### src/rtl/cfg_pkg.sv
// cfg_pkg: shared definitions for the configuration loader.
//   cfg_state_e : loader FSM states
//   CRC_POLY    : CRC-8 generator polynomial (x^8 + x^2 + x + 1)
//   crc8_step   : one serial CRC-8 update, MSB-first
package cfg_pkg;

  typedef enum logic [2:0] {
    S_IDLE   = 3'd0,
    S_FETCH  = 3'd1,
    S_SHIFT  = 3'd2,
    S_VERIFY = 3'd3,
    S_FINISH = 3'd4
  } cfg_state_e;

  localparam logic [7:0] CRC_POLY = 8'h07;

  function automatic logic [7:0] crc8_step(input logic [7:0] crc, input logic din);
    logic fb;
    fb = crc[7] ^ din;
    return {crc[6:0], 1'b0} ^ (fb ? CRC_POLY : 8'h00);
  endfunction

endpackage

### src/rtl/config_crc8.sv
// config_crc8: serial CRC-8 register (poly 0x07, init 0x00).
//   clk, rst : clock, synchronous active-high reset
//   clr      : synchronous clear to 0x00 (wins over en)
//   en       : absorb din this cycle
//   din      : serial data bit
//   crc      : current CRC value
module config_crc8 (
  input  logic       clk,
  input  logic       rst,
  input  logic       clr,
  input  logic       en,
  input  logic       din,
  output logic [7:0] crc
);
  import cfg_pkg::*;

  always_ff @(posedge clk) begin
    if (rst || clr) begin
      crc <= '0;
    end else if (en) begin
      crc <= crc8_step(crc, din);
    end
  end

endmodule

### src/rtl/config_loader.sv
// config_loader: serial writer for configuration shift chains.
// Accepts WORD_W-bit words on a valid/ready stream, shifts them MSB-first
// into the chain, optionally recirculates the chain once and compares a
// CRC-8 of the read-back bits against the CRC-8 of the loaded bits.
//   clk, rst          : clock, synchronous active-high reset
//   start, verify_en  : begin a load (verify_en sampled with start)
//   s_data/valid/ready: configuration word stream
//   cfg_en, cfg_shift : chain config enable / shift enable
//   cfg_sdo, cfg_sdi  : chain serial in / serial out
//   busy, done, error : status (error sticky until next accepted start)
module config_loader #(
  parameter int unsigned CHAIN_LEN = 48,
  parameter int unsigned WORD_W    = 8
) (
  input  logic              clk,
  input  logic              rst,
  input  logic              start,
  input  logic              verify_en,
  input  logic [WORD_W-1:0] s_data,
  input  logic              s_valid,
  output logic              s_ready,
  output logic              cfg_en,
  output logic              cfg_shift,
  output logic              cfg_sdo,
  input  logic              cfg_sdi,
  output logic              busy,
  output logic              done,
  output logic              error
);
  import cfg_pkg::*;

  localparam int unsigned CNT_W = $clog2(CHAIN_LEN + 1);
  localparam int unsigned WB_W  = $clog2(WORD_W + 1);

  cfg_state_e        r_state, w_next;
  logic [WORD_W-1:0] r_word;
  logic [CNT_W-1:0]  r_bit_cnt;
  logic [WB_W-1:0]   r_wbit;
  logic              r_ver;
  logic              r_s_ready, r_cfg_en, r_cfg_shift, r_busy, r_done, r_error;
  logic              w_hs, w_chain_last, w_word_last, w_crc_clr;
  logic [7:0]        w_ld_crc, w_rb_crc;

  // s_ready is high exactly while in FETCH, so the handshake is state + valid.
  assign w_hs         = (r_state == S_FETCH) && s_valid;
  assign w_chain_last = (r_bit_cnt == CNT_W'(CHAIN_LEN - 1));
  assign w_word_last  = (r_wbit == WB_W'(WORD_W - 1));
  assign w_crc_clr    = (r_state == S_IDLE) && start;

  always_comb begin
    w_next = r_state;
    unique case (r_state)
      S_IDLE:   if (start) w_next = S_FETCH;
      S_FETCH:  if (w_hs) w_next = S_SHIFT;
      S_SHIFT: begin
        // Chain-full takes priority: trailing bits of the last word are dropped.
        if (w_chain_last)     w_next = r_ver ? S_VERIFY : S_FINISH;
        else if (w_word_last) w_next = S_FETCH;
      end
      S_VERIFY: if (w_chain_last) w_next = S_FINISH;
      S_FINISH: w_next = S_IDLE;
      default:  w_next = S_IDLE;
    endcase
  end

  always_ff @(posedge clk) begin
    if (rst) begin
      r_state     <= S_IDLE;
      r_word      <= '0;
      r_bit_cnt   <= '0;
      r_wbit      <= '0;
      r_ver       <= 1'b0;
      r_s_ready   <= 1'b0;
      r_cfg_en    <= 1'b0;
      r_cfg_shift <= 1'b0;
      r_busy      <= 1'b0;
      r_done      <= 1'b0;
      r_error     <= 1'b0;
    end else begin
      r_state     <= w_next;
      // Status outputs are flops decoded from the next state.
      r_s_ready   <= (w_next == S_FETCH);
      r_cfg_en    <= (w_next inside {S_FETCH, S_SHIFT, S_VERIFY});
      r_busy      <= (w_next inside {S_FETCH, S_SHIFT, S_VERIFY});
      r_cfg_shift <= (w_next inside {S_SHIFT, S_VERIFY});
      r_done      <= (w_next == S_FINISH);

      unique case (r_state)
        S_IDLE: begin
          if (start) begin
            r_ver     <= verify_en;
            r_bit_cnt <= '0;
            r_wbit    <= '0;
            r_word    <= '0;
            r_error   <= 1'b0;
          end
        end
        S_FETCH: begin
          if (w_hs) begin
            r_word <= s_data;
            r_wbit <= '0;
          end
        end
        S_SHIFT: begin
          r_word    <= r_word << 1;
          r_wbit    <= r_wbit + WB_W'(1);
          // Restart the count so VERIFY can reuse it for its CHAIN_LEN cycles.
          r_bit_cnt <= w_chain_last ? '0 : r_bit_cnt + CNT_W'(1);
        end
        S_VERIFY: begin
          r_bit_cnt <= r_bit_cnt + CNT_W'(1);
          if (w_chain_last) begin
            r_error <= (w_ld_crc != crc8_step(w_rb_crc, cfg_sdi));
          end
        end
        default: ;
      endcase
    end
  end

  config_crc8 u_ld_crc (
    .clk (clk),
    .rst (rst),
    .clr (w_crc_clr),
    .en  (r_state == S_SHIFT),
    .din (r_word[WORD_W-1]),
    .crc (w_ld_crc)
  );

  config_crc8 u_rb_crc (
    .clk (clk),
    .rst (rst),
    .clr (w_crc_clr),
    .en  (r_state == S_VERIFY),
    .din (cfg_sdi),
    .crc (w_rb_crc)
  );

  assign s_ready   = r_s_ready;
  assign cfg_en    = r_cfg_en;
  assign cfg_shift = r_cfg_shift;
  // Recirculation must land in the same clock edge the bit leaves the chain,
  // so VERIFY passes cfg_sdi straight through; otherwise the word MSB flop.
  assign cfg_sdo   = (r_state == S_VERIFY) ? cfg_sdi : r_word[WORD_W-1];
  assign busy      = r_busy;
  assign done      = r_done;
  assign error     = r_error;

endmodule

### config.mk
export PLATFORM = sky130hd
export DESIGN_NAME = config_loader
export DESIGN_NICKNAME = d
export VERILOG_FILES = /design/src/rtl/cfg_pkg.sv /design/src/rtl/config_crc8.sv /design/src/rtl/config_loader.sv
export SDC_FILE = /design/constraint.sdc
export NUM_CORES = 1
export LEC_CHECK = 0
export CAP_MARGIN = 20
export CORE_MARGIN = 1.5
export CORE_UTILIZATION = 25
export CTS_CLUSTER_SIZE = 40
export DETAILED_ROUTE_END_ITERATION = 10
export PLACE_DENSITY = 0.44
export SLEW_MARGIN = 20
export SYNTH_ARGS = -nofsm -noshare
export SYNTH_HDL_FRONTEND = slang
export SYNTH_HIERARCHICAL = 1
export SYNTH_SLANG_ARGS = --single-unit
### constraint.sdc
create_clock -name clk -period 2.46 [get_ports clk]
set_input_delay 0.492 -clock clk [delete_from_list [all_inputs] [get_ports clk]]
set_output_delay 0.492 -clock clk [all_outputs]
set_load 0.01 [all_outputs]
==> impl_metrics.env <==
export IMPL_antenna_found_initial=0
export IMPL_startpoint_type="register"
export IMPL_insertion_delay_ns=0.30
export IMPL_syn_inst=240
export IMPL_clkSlewWorstSetupHoldPaths_ns=0.09
export IMPL_grt_max_degree=27
export IMPL_ir_drop_mv=0.254
export IMPL_netlist_area_um2=2170
export IMPL_start_util=0.261
export IMPL_boundaryPins=21
export IMPL_required_ns=1.97
export IMPL_post_cts_resized=0
export IMPL_dr_total_vias=1783
export IMPL_max_freq_mhz=436
export IMPL_status="complete, no violations"
export IMPL_setup_violations=0
export IMPL_grt_overflow_total=0
export IMPL_timing_final_ws_setup_ns=0.167
export IMPL_drt_initial_drc_count=72
export IMPL_core_area_um2=8300
export IMPL_drc_errors=0
export IMPL_synthXorXnorAreaFrac=0.0566
export IMPL_synth_seq_cells=43
export IMPL_post_cts_setup_buffers=0
export IMPL_first_global_vias=1706
export IMPL_yosys_area_share_simple=0.263
export IMPL_ant_nets=0
export IMPL_synthArstFlopShare=0
export IMPL_cp_arrival_ns=1.80
export IMPL_critical_path_class="register to output port"
export IMPL_cts_root_buf="clkbuf_8"
export IMPL_critical_path_max_fanout=2
export IMPL_synth_compound_area_frac=0.165
export IMPL_power_density_nw_per_um2=598
export IMPL_syn_nets=256
export IMPL_rsz0062_at_grt="no"
export IMPL_yosys_warnings=6
export IMPL_final_max_slew_viol_count=0
export IMPL_leakage_nw=0.896
export IMPL_n_fill_cell=869
export IMPL_whs_path_depth=2
export IMPL_setup_tns_ns=0
export IMPL_pre_cts_ws_ns=0.0153
export IMPL_cts_buffers=5
export IMPL_worst_slew_pin_slew_ns=0.530
export IMPL_cts_sinks=43
export IMPL_finalNetCount=275
export IMPL_synth_fa_ha_area_frac=0.0115
export IMPL_hold_path_class="register to register"
export IMPL_slew_headroom=0.642
export IMPL_synthDistinctLibCells=49
export IMPL_drive_above_1_share=0.100
export IMPL_dpl_hpwl_um=3430
export IMPL_rows=33
export IMPL_port_buffers=20
export IMPL_synth_edf_count=0
export IMPL_cts_max_level=2
export IMPL_yosys_most_used_dff="dfxtp_1"
export IMPL_syn2layout_area_growth_pct=19.6
export IMPL_synthMuxAreaShare=0.0560
export IMPL_die_area_um2=9240
export IMPL_gp_congestion=0.693
export IMPL_num_antenna_cells=0
export IMPL_cap_violations=0
export IMPL_reg2reg_depth=4
export IMPL_drt_pass1_iter_count=4
export IMPL_cp_end_kind="output port"
export IMPL_clockBufferDepth=2
export IMPL_min_period_over_period=0.932
export IMPL_via_per_inst=4.88
export IMPL_cts_tree="built"
export IMPL_final_hold_viol_count=0
export IMPL_avgSynthCellArea_um2=9.03
export IMPL_skew_ns=0.0152
export IMPL_routedWlPerCell_um=13.5
export IMPL_die_w_um=96.1
export IMPL_die_h_um=96.1
export IMPL_grt_pass1_wl_um=8240
export IMPL_postCtsHoldBufs=0
export IMPL_wirelength_um=4940
export IMPL_synth_top_family_by_area="simple AND/OR/NAND/NOR gates"
export IMPL_yosysSeqAreaShare=0.397
export IMPL_grt_use_total=0.117
export IMPL_period_needed_ns=2.29
-- power breakdown --
part | total (mW) | leakage, nW | internal, mW | switching, mW
logic | 0.235 | 0.487 | 0.107 | 0.128
clock network | 0.584 | 0.0612 | 0.329 | 0.255
registers | 0.730 | 0.348 | 0.716 | 0.0139
total | 1.55 | 0.896 | 1.15 | 0.396
-- cells by family after synthesis --
logic type,count (synthesis)
buf+inv,21
xor+xnor,14
flops,43
compound gates,48
simple gates,100
fa+ha+maj,2
mux,12
-- synth_stat cells (3+ instances only) --
cell / instances / area (µm²)
mux2i_1: 11 / 110
xor2_1: 8 / 70.1
a21oi_1: 13 / 65.1
a221oi_1: 7 / 61.3
a22oi_1: 3 / 22.5
nand4_1: 6 / 37.5
o21ai_0: 3 / 15.0
nor2_1: 35 / 131
nor3_1: 4 / 20.0
clkbuf_1: 9 / 33.8
nand4b_1: 4 / 35.0
nand3_1: 8 / 40.0
or4_1: 4 / 30.0
buf_6: 3 / 33.8
buf_2: 4 / 20.0
nand2_1: 4 / 15.0
xnor2_1: 6 / 52.6
nand3b_1: 21 / 158
nand2b_1: 3 / 18.8
dfxtp_1: 43 / 861
nor2b_1: 3 / 18.8
inv_1: 3 / 11.3
-- layout by cell type, fill, tap and decap left out, drive strengths merged, types with 2 or more instances in the layout --
cell type,n
a211oi,4
a21o,2
a21oi,13
a221oi,7
a22oi,3
a31o,2
a31oi,2
and2,2
buf,10
clkbuf,6
clkdlybuf4s50,20
dfxtp,43
ha,2
inv,3
mux2i,11
nand2,4
nand2b,4
nand3,8
nand3b,21
nand4,6
nand4b,4
nor2,35
nor2b,3
nor3,4
o21ai,3
o21bai,2
o31ai,2
or2,2
or4,4
xnor2,6
xor2,8
-- area by class of cell --
class / count / area, µm² / area share
Tap cell: 105 / 131 / 0.0507
Clock inverter: 2 / 35.0 / 0.0135
Clock buffer: 6 / 82.6 / 0.0319
Sequential cell: 43 / 861 / 0.332
Inverter: 3 / 11.3 / 0.00434
Timing Repair Buffer: 30 / 275 / 0.106
Multi-Input combinational cell: 176 / 1200 / 0.461
-- registers in the layout (all words and copies together) (netlist names), 3 cells and up --
| signal | flops |
|---|---|
| u_ld_crc/crc | 8 |
| r_bit_cnt | 6 |
| u_rb_crc/crc | 8 |
| r_wbit | 4 |
| r_state | 3 |
| r_word | 8 |
-- critical path, stage by stage (launching register included) --
cell and delay, ns:
dfxtp_1 0.32, nand2b_1 0.15, nor2_1 0.20, mux2_2 0.36, clkdlybuf4s50_1 0.48
-- per-stage QoR --
| step | utilization | cells | power, mW | area [µm²] | hold slack [ns] |
|---|---|---|---|---|---|
| after floorplan | - | 240 | 0.903 | 2170 | 0.441 |
| after detailed placement | 0.298 | 357 | 0.983 | 2470 | 0.474 |
| after global placement | 0.298 | 357 | 0.984 | 2470 | 0.465 |
| after global routing | 0.312 | 365 | 1.63 | 2590 | 0.528 |
| after CTS | 0.312 | 365 | 1.57 | 2590 | 0.490 |
| final | 0.312 | 365 | 1.55 | 2590 | 0.493 |
-- final timing paths --
path	start	end	slack, ns
setup / recovery	r_state[2]	cfg_sdo	0.17
hold / removal	r_bit_cnt[5]	r_bit_cnt[5]	0.49
setup reg to reg	u_rb_crc/crc[1]	error	0.74
hold reg to reg	r_bit_cnt[5]	r_bit_cnt[5]	0.49
-- layer usage --
| layer | GRT usage | share of wire | up-vias |
|---|---|---|---|
| met5 | 0 | 0 | - |
| met4 | 0.0453 | 0.013 | 0 |
| met3 | 0.0261 | 0.025 | 6 |
| met2 | 0.184 | 0.46 | 20 |
| met1 | 0.155 | 0.50 | 843 |
| li1 | - | - | 914 |
No activity file was read; power rests on OpenSTA's default activity.
